--- src/rtl/axi4_lite_regbank.sv ---
// AXI4-Lite slave register bank: NUM_REGS x DATA_WIDTH registers with byte-strobed
// writes, per-register read-only status mirroring, SLVERR on RO writes and DECERR
// on out-of-range accesses. Write and read channels run independent FSMs.
module axi4_lite_regbank #(
  parameter int unsigned          NUM_REGS   = 16,
  parameter int unsigned          DATA_WIDTH = 32,
  parameter int unsigned          ADDR_WIDTH = 12,
  parameter logic [NUM_REGS-1:0]  RO_MASK    = '0
) (
  input  logic                           clk_i,
  input  logic                           rst_i,
  input  logic [ADDR_WIDTH-1:0]          awaddr_i,
  input  logic                           awvalid_i,
  output logic                           awready_o,
  input  logic [DATA_WIDTH-1:0]          wdata_i,
  input  logic [DATA_WIDTH/8-1:0]        wstrb_i,
  input  logic                           wvalid_i,
  output logic                           wready_o,
  output logic [1:0]                     bresp_o,
  output logic                           bvalid_o,
  input  logic                           bready_i,
  input  logic [ADDR_WIDTH-1:0]          araddr_i,
  input  logic                           arvalid_i,
  output logic                           arready_o,
  output logic [DATA_WIDTH-1:0]          rdata_o,
  output logic [1:0]                     rresp_o,
  output logic                           rvalid_o,
  input  logic                           rready_i,
  output logic [NUM_REGS*DATA_WIDTH-1:0] reg_q_o,
  output logic [NUM_REGS-1:0]            reg_wr_pulse_o,
  input  logic [NUM_REGS*DATA_WIDTH-1:0] hw_status_i
);

  localparam int unsigned STRB_W = DATA_WIDTH / 8;
  localparam int unsigned OFFS_W = $clog2(STRB_W);
  localparam int unsigned IDX_W  = ADDR_WIDTH - OFFS_W;
  localparam int unsigned SEL_W  = $clog2(NUM_REGS);

  localparam logic [1:0] RESP_OKAY   = 2'b00;
  localparam logic [1:0] RESP_SLVERR = 2'b10;
  localparam logic [1:0] RESP_DECERR = 2'b11;

  typedef enum logic {W_IDLE, W_RESP} w_state_e;
  typedef enum logic {R_IDLE, R_DATA} r_state_e;

  w_state_e r_wstate, w_wstate_nxt;
  r_state_e r_rstate, w_rstate_nxt;

  logic [DATA_WIDTH-1:0] r_regs [NUM_REGS];

  logic                  r_aw_held, r_w_held;
  logic [IDX_W-1:0]      r_awidx;
  logic [DATA_WIDTH-1:0] r_wdata;
  logic [STRB_W-1:0]     r_wstrb;
  logic [1:0]            r_bresp;
  logic [NUM_REGS-1:0]   r_wr_pulse;
  logic [DATA_WIDTH-1:0] r_rdata;
  logic [1:0]            r_rresp;

  logic                  w_aw_hs, w_w_hs, w_commit, w_ar_hs;
  logic [IDX_W-1:0]      w_widx, w_ridx;
  logic [SEL_W-1:0]      w_wsel, w_rsel;
  logic [DATA_WIDTH-1:0] w_wdata, w_rd_word;
  logic [STRB_W-1:0]     w_wstrb;
  logic [1:0]            w_bresp_nxt, w_rresp_nxt;
  logic                  w_unused;

  // Byte-offset address bits carry no information for word-sized registers.
  assign w_unused = ^{awaddr_i[OFFS_W-1:0], araddr_i[OFFS_W-1:0]};

  // A channel captured on an earlier edge is taken from its holding register,
  // otherwise straight from the bus so the commit can happen on the handshake edge.
  assign w_widx  = r_aw_held ? r_awidx : awaddr_i[ADDR_WIDTH-1:OFFS_W];
  assign w_wdata = r_w_held  ? r_wdata : wdata_i;
  assign w_wstrb = r_w_held  ? r_wstrb : wstrb_i;
  assign w_wsel  = w_widx[SEL_W-1:0];
  assign w_ridx  = araddr_i[ADDR_WIDTH-1:OFFS_W];
  assign w_rsel  = w_ridx[SEL_W-1:0];

  assign bresp_o        = r_bresp;
  assign reg_wr_pulse_o = r_wr_pulse;
  assign rdata_o        = r_rdata;
  assign rresp_o        = r_rresp;

  // Write response classification: range first, then read-only protection.
  always_comb begin
    w_bresp_nxt = RESP_OKAY;
    if (32'(w_widx) >= NUM_REGS)  w_bresp_nxt = RESP_DECERR;
    else if (RO_MASK[w_wsel])     w_bresp_nxt = RESP_SLVERR;
  end

  // Write FSM next state, channel readies and commit strobe.
  always_comb begin
    w_wstate_nxt = r_wstate;
    awready_o    = 1'b0;
    wready_o     = 1'b0;
    bvalid_o     = 1'b0;
    w_aw_hs      = 1'b0;
    w_w_hs       = 1'b0;
    w_commit     = 1'b0;
    case (r_wstate)
      W_IDLE: begin
        awready_o = ~r_aw_held;
        wready_o  = ~r_w_held;
        w_aw_hs   = awvalid_i & ~r_aw_held;
        w_w_hs    = wvalid_i & ~r_w_held;
        w_commit  = (r_aw_held | w_aw_hs) & (r_w_held | w_w_hs);
        if (w_commit) w_wstate_nxt = W_RESP;
      end
      W_RESP: begin
        bvalid_o = 1'b1;
        if (bready_i) w_wstate_nxt = W_IDLE;
      end
      default: w_wstate_nxt = W_IDLE;
    endcase
  end

  // Write FSM state register.
  always_ff @(posedge clk_i) begin
    if (rst_i) r_wstate <= W_IDLE;
    else       r_wstate <= w_wstate_nxt;
  end

  // AW/W holding registers, write response and single-cycle commit pulse.
  always_ff @(posedge clk_i) begin
    if (rst_i) begin
      r_aw_held  <= 1'b0;
      r_w_held   <= 1'b0;
      r_awidx    <= '0;
      r_wdata    <= '0;
      r_wstrb    <= '0;
      r_bresp    <= RESP_OKAY;
      r_wr_pulse <= '0;
    end else begin
      r_wr_pulse <= '0;
      if (w_commit) begin
        r_aw_held <= 1'b0;
        r_w_held  <= 1'b0;
        r_bresp   <= w_bresp_nxt;
        if (w_bresp_nxt == RESP_OKAY) r_wr_pulse[w_wsel] <= 1'b1;
      end else begin
        if (w_aw_hs) begin
          r_aw_held <= 1'b1;
          r_awidx   <= awaddr_i[ADDR_WIDTH-1:OFFS_W];
        end
        if (w_w_hs) begin
          r_w_held <= 1'b1;
          r_wdata  <= wdata_i;
          r_wstrb  <= wstrb_i;
        end
      end
    end
  end

  // Register storage: byte-strobed update on an OKAY commit only.
  always_ff @(posedge clk_i) begin
    if (rst_i) begin
      for (int unsigned i = 0; i < NUM_REGS; i++) r_regs[i] <= '0;
    end else if (w_commit && (w_bresp_nxt == RESP_OKAY)) begin
      for (int unsigned k = 0; k < STRB_W; k++) begin
        if (w_wstrb[k]) r_regs[w_wsel][8*k +: 8] <= w_wdata[8*k +: 8];
      end
    end
  end

  // Read data source: RW storage, live status for RO slots, zero when out of range.
  always_comb begin
    w_rd_word   = '0;
    w_rresp_nxt = RESP_OKAY;
    if (32'(w_ridx) >= NUM_REGS) begin
      w_rresp_nxt = RESP_DECERR;
    end else if (RO_MASK[w_rsel]) begin
      w_rd_word = hw_status_i[32'(w_rsel)*DATA_WIDTH +: DATA_WIDTH];
    end else begin
      w_rd_word = r_regs[w_rsel];
    end
  end

  // Read FSM next state and handshake outputs.
  always_comb begin
    w_rstate_nxt = r_rstate;
    arready_o    = 1'b0;
    rvalid_o     = 1'b0;
    w_ar_hs      = 1'b0;
    case (r_rstate)
      R_IDLE: begin
        arready_o = 1'b1;
        w_ar_hs   = arvalid_i;
        if (arvalid_i) w_rstate_nxt = R_DATA;
      end
      R_DATA: begin
        rvalid_o = 1'b1;
        if (rready_i) w_rstate_nxt = R_IDLE;
      end
      default: w_rstate_nxt = R_IDLE;
    endcase
  end

  // Read FSM state register.
  always_ff @(posedge clk_i) begin
    if (rst_i) r_rstate <= R_IDLE;
    else       r_rstate <= w_rstate_nxt;
  end

  // Read data/response capture on the AR handshake, held until the R handshake.
  always_ff @(posedge clk_i) begin
    if (rst_i) begin
      r_rdata <= '0;
      r_rresp <= RESP_OKAY;
    end else if (w_ar_hs) begin
      r_rdata <= w_rd_word;
      r_rresp <= w_rresp_nxt;
    end
  end

  // Flattened view of RW registers; RO slots read as zero.
  always_comb begin
    reg_q_o = '0;
    for (int unsigned i = 0; i < NUM_REGS; i++) begin
      reg_q_o[i*DATA_WIDTH +: DATA_WIDTH] = RO_MASK[i] ? '0 : r_regs[i];
    end
  end

endmodule
--- config.mk ---
export PLATFORM = sky130hd
export DESIGN_NAME = axi4_lite_regbank
export DESIGN_NICKNAME = d
export VERILOG_FILES = /design/src/rtl/axi4_lite_regbank.sv
export SDC_FILE = /design/constraint.sdc
export NUM_CORES = 1
export LEC_CHECK = 0
export CAP_MARGIN = 20
export CORE_AREA = 2 2 441 443
export DETAILED_ROUTE_END_ITERATION = 8
export DIE_AREA = 0 0 443 445
export GPL_TIMING_DRIVEN = 1
export MAX_ROUTING_LAYER = met4
export PLACE_DENSITY = 0.41
export SLEW_MARGIN = 20
export SYNTH_ARGS = -nofsm -noshare
export SYNTH_HDL_FRONTEND = slang
export SYNTH_SLANG_ARGS = --single-unit
--- constraint.sdc ---
create_clock -name clk_i -period 3.4 [get_ports clk_i]
set_input_delay 0.68 -clock clk_i [delete_from_list [all_inputs] [get_ports clk_i]]
set_output_delay 0.68 -clock clk_i [all_outputs]
set_load 0.02 [all_outputs]
==> results <==
- The run finished with clean final reports.
- The synthesized netlist net count is 2542.
- The most instantiated flip-flop cell in the synthesis netlist is edfxtp_1.
- Of all nets on the critical path, the largest fanout is 2.
- The share of async-settable or async-resettable flops after synthesis is 0.
- The max-cap check violation count is 0.
- The post-synth design cell area is approximately 0.027 mm2.
- For the final routed database, the setup TNS stands at 0 ns.
- Once detail routing completed, the nets flagged for antenna violations numbered 0.
- Of the total power, combinational logic draws 0.131.
- Static timing analysis puts the maximum clock frequency at between 0.3 and 0.4 GHz.
- Yosys instantiated no cell more often than edfxtp_1.
- The type of the setup path with the least slack is reg2out.
- The H-tree generated during clock tree synthesis spans 3 levels.
- The clock network latency to the later pin of the worst-skew pair is slightly below 0.7 ns.
- The clock network fraction of total power is 0.457.
- In this run the horizontal extent of the chip is roughly 440 um.
- The number of buffers and inverters on the critical path is 1.
- The number of nets in the layout is 3285.
- The launching element type of the critical path is a flop.
- The initial utilization of the core area, before any placement, comes to 0.138.
- VDD sags by at most 0.371 mV.
- The clock drives 612 sinks.
- The iteration-0 DRC count of the detailed router is around 2100.
- Of the cells placed in the final design, the portion with a size suffix greater than 1 is 0.206.
- The total global-route track usage is 0.163.
- The commonest cells after synthesis are edfxtp_1, nor2_1, clkbuf_1, nor3_1, mux4_2.
- Summing all non-filler instances in the final layout gives an area of 0.0409 mm2.
- The die is 445 um tall.
- For this run the aggregate overflow at the end of global routing stands at 0.
- The final-report max-slew violation count is 0.
- The half-perimeter wire length after placement is 128 mm.
- Dividing the detail-routed wire length by the instance count gives 30.4 um.
- The number of instances on the worst hold path is 2.
- The stage delay of the slowest cell on the critical path is roughly 0.9 ns.
- The count of buffers added by post-CTS timing repair for setup is 0.
- The root buffer cell is clkbuf_16.
- The tightest min-delay check is of the reg2reg type.
- Entering global routing, the biggest net connects 45 pins.
- The final setup slack of the worst path is 0.389 ns.
- The share of Yosys cell area claimed by the top area cell type is 0.580.
- For this run, design rule violations remaining after detail routing come to 0.
- The count of port buffers added during placement is 631.
- The largest buffer count on any clock path is 3.
- The first global-routing pass estimated 207 mm of wire.
- The global placer's final weighted congestion is 0.823.
- The share of the core filled with cells in the final layout is 0.213.
- The layout overhead on the synthesized area is 54.4%.
- In this run the static leakage power is 13.7 nW.
- The routed design has approximately 160 mm of wire.
- The Yosys step of the flow raised 0 warnings.
- The gate family responsible for the most delay along the worst path is flip-flops.
- For the worst setup path, the data required time is 2.72 ns.
- Counting I/O delays and the setup requirement, the final critical path takes approximately 3 ns.
- Clock tree synthesis inserted a total of 83 buffers.
- The worst register-to-register path has a depth of 6.
- Of the total power, the share spent switching nets is 0.273.
- Hold is met by 0.453 ns.
- The number of hold-repair buffers added at the cts stage is 0.
- The clock arrives with between 0.04 and 0.05 ns of skew.
- The number of instances resized during post-cts repair is 0.
- The number of stages on the worst setup path is 1.
- The via count of the first global-routing pass is 20500.
- Traced cell by cell, the critical path runs through clkdlybuf4s50_1.
- The relative slew slack is 0.412.
- The sequential element share of the synthesized area is 0.655.
- The area of the core region is between 0.15 and 0.2 mm2.
- The number of placement rows is 161.
- The analysis attributes to net switching a power of between 5 and 6 mW.
- The clock-pin slew on the worst setup and hold paths is 0.06 ns.
- Counting flops and latches in the post-synthesis netlist gives 612.
- The final setup violation count is 0.
- The number of flops mapped to enable cells by yosys is slightly above 500.
- The worst-case setup slack after placement is -0.0858 ns.
- The share of power burned in registers is 0.412.
- In the finished design, the share of the clock period the worst path needs comes to 0.886.
- Setup repair after global routing left no endpoint under its margin.
- The worst setup path is captured at an output pin.
- The die area is 0.197 mm2.
- TritonCTS built the clock tree.
- The detailed-route vias per instance is 3.93.
- The worst-path cell with the longest stage delay is edfxtp_1.
- The number of fillers in the final layout is around 20000.
- The count of vias placed by the detailed router is 20900.
- The post-placement cell area is approximately 0.038 mm2.
- Yosys attributes the largest share of cell area to edfxtp_1, mux4_2, dfxtp_1, nor2_1, nor3_1.
- The worst endpoint data arrival time is 2.33 ns.
- The first TritonRoute pass finished after 5 iterations.
- The average instance in the mapped netlist occupies ~14 um2.
- The power density relative to cell area is 510 mW/mm2.
- The final hold violation count is 0.
- The initial antenna violation count is 28.
- The number of instances in the synthesized netlist is 1963.
- The transition time of the tightest slew-check pin is 0.882 ns.
- 1148 I/O pins were placed.
- The library cell occupying the most area in the post-synthesis netlist is edfxtp_1.
- Cell internal power was estimated by the tool at 15.2 mW.
- The count of distinct cell types in the synthesized netlist is 42.
[final cells by class]
type | count | area (um2) | area share
diodes | 14 | 35.0 | 0.000856
inverters | 19 | 71.3 | 0.00174
repair buffers | 834 | 8600 | 0.210
clock buffers | 106 | 2300 | 0.0561
multi-input cells | 1156 | 8720 | 0.213
flip-flops and latches | 612 | 17400 | 0.425
clock inverters | 49 | 659 | 0.0161
well taps | 2526 | 3160 | 0.0772
[worst paths after layout]
kind / start / end / slack [ns]
hold reg to reg: r_wdata[26] / r_wdata[26] / 0.45
hold / removal: r_wdata[26] / r_wdata[26] / 0.45
setup / recovery: r_regs[2][10] / reg_q_o[74] / 0.39
setup reg to reg: r_aw_held / r_regs[1][25] / 0.43
[state kept, by name, indices dropped and copies added (netlist names)]
signal / cells
rdata_o: 32
r_w_held: 1
r_aw_held: 1
r_wstrb: 4
r_regs: 512
r_awidx: 10
bresp_o: 1
rresp_o: 1
reg_wr_pulse_o: 16
r_wstate: 1
r_rstate: 1
r_wdata: 32
[power groups by stage]
stage,logic (mW),registers [mW],clock network (mW)
2_1_floorplan,0.866,8.90,0
3_5_place_dp,2.76,8.75,0
4_1_cts,2.77,8.59,9.76
6_report,2.74,8.60,9.53
3_3_place_gp,2.76,8.75,0
5_1_grt,2.86,8.62,10.0
[kinds of logic after synthesis]
group / count (synthesis) / synth area share
AND/OR/NAND/NOR: 712 / 0.112
flip-flops: 612 / 0.655
AO/OA/AOI/OAI: 226 / 0.0579
multiplexers: 218 / 0.145
buffers and inverters: 195 / 0.0298
[per-stage QoR]
stage | instances | power, mW
2_1_floorplan | 1963 | 9.77
3_3_place_gp | 5147 | 11.5
3_5_place_dp | 5147 | 11.5
4_1_cts | 5302 | 21.1
5_1_grt | 5307 | 21.5
6_report | 5316 | 20.9
[metal layers]
metal | vias to the layer above | part of all wire | GRT usage | wire, um
li1 | 8852 | - | - | -
met1 | 10800 | 0.48 | 0.237 | 77300
met2 | 1061 | 0.41 | 0.222 | 66000
met3 | 163 | 0.085 | 0.0398 | 13800
met4 | 0 | 0.028 | 0.0460 | 4520
met5 | - | 0 | - | 0
[placed cells by master (no fill, tap or decap), drive strengths merged, types with 8 or more instances in the layout]
| cell type | instances |
|---|---|
| o2111ai | 16 |
| mux2 | 43 |
| buf | 207 |
| nor3 | 132 |
| dfxtp | 100 |
| edfxtp | 512 |
| a21o | 8 |
| a31o | 24 |
| nor2 | 421 |
| clkdlybuf4s50 | 627 |
| a21oi | 51 |
| a22oi | 44 |
| nand2 | 120 |
| o21bai | 32 |
| mux2i | 47 |
| clkbuf | 106 |
| clkinv | 26 |
| a31oi | 12 |
| inv | 25 |
| diode | 14 |
| mux4 | 128 |
| o21ai | 32 |
| bufinv | 13 |
Note: power is estimated with default switching activity, not from simulation.
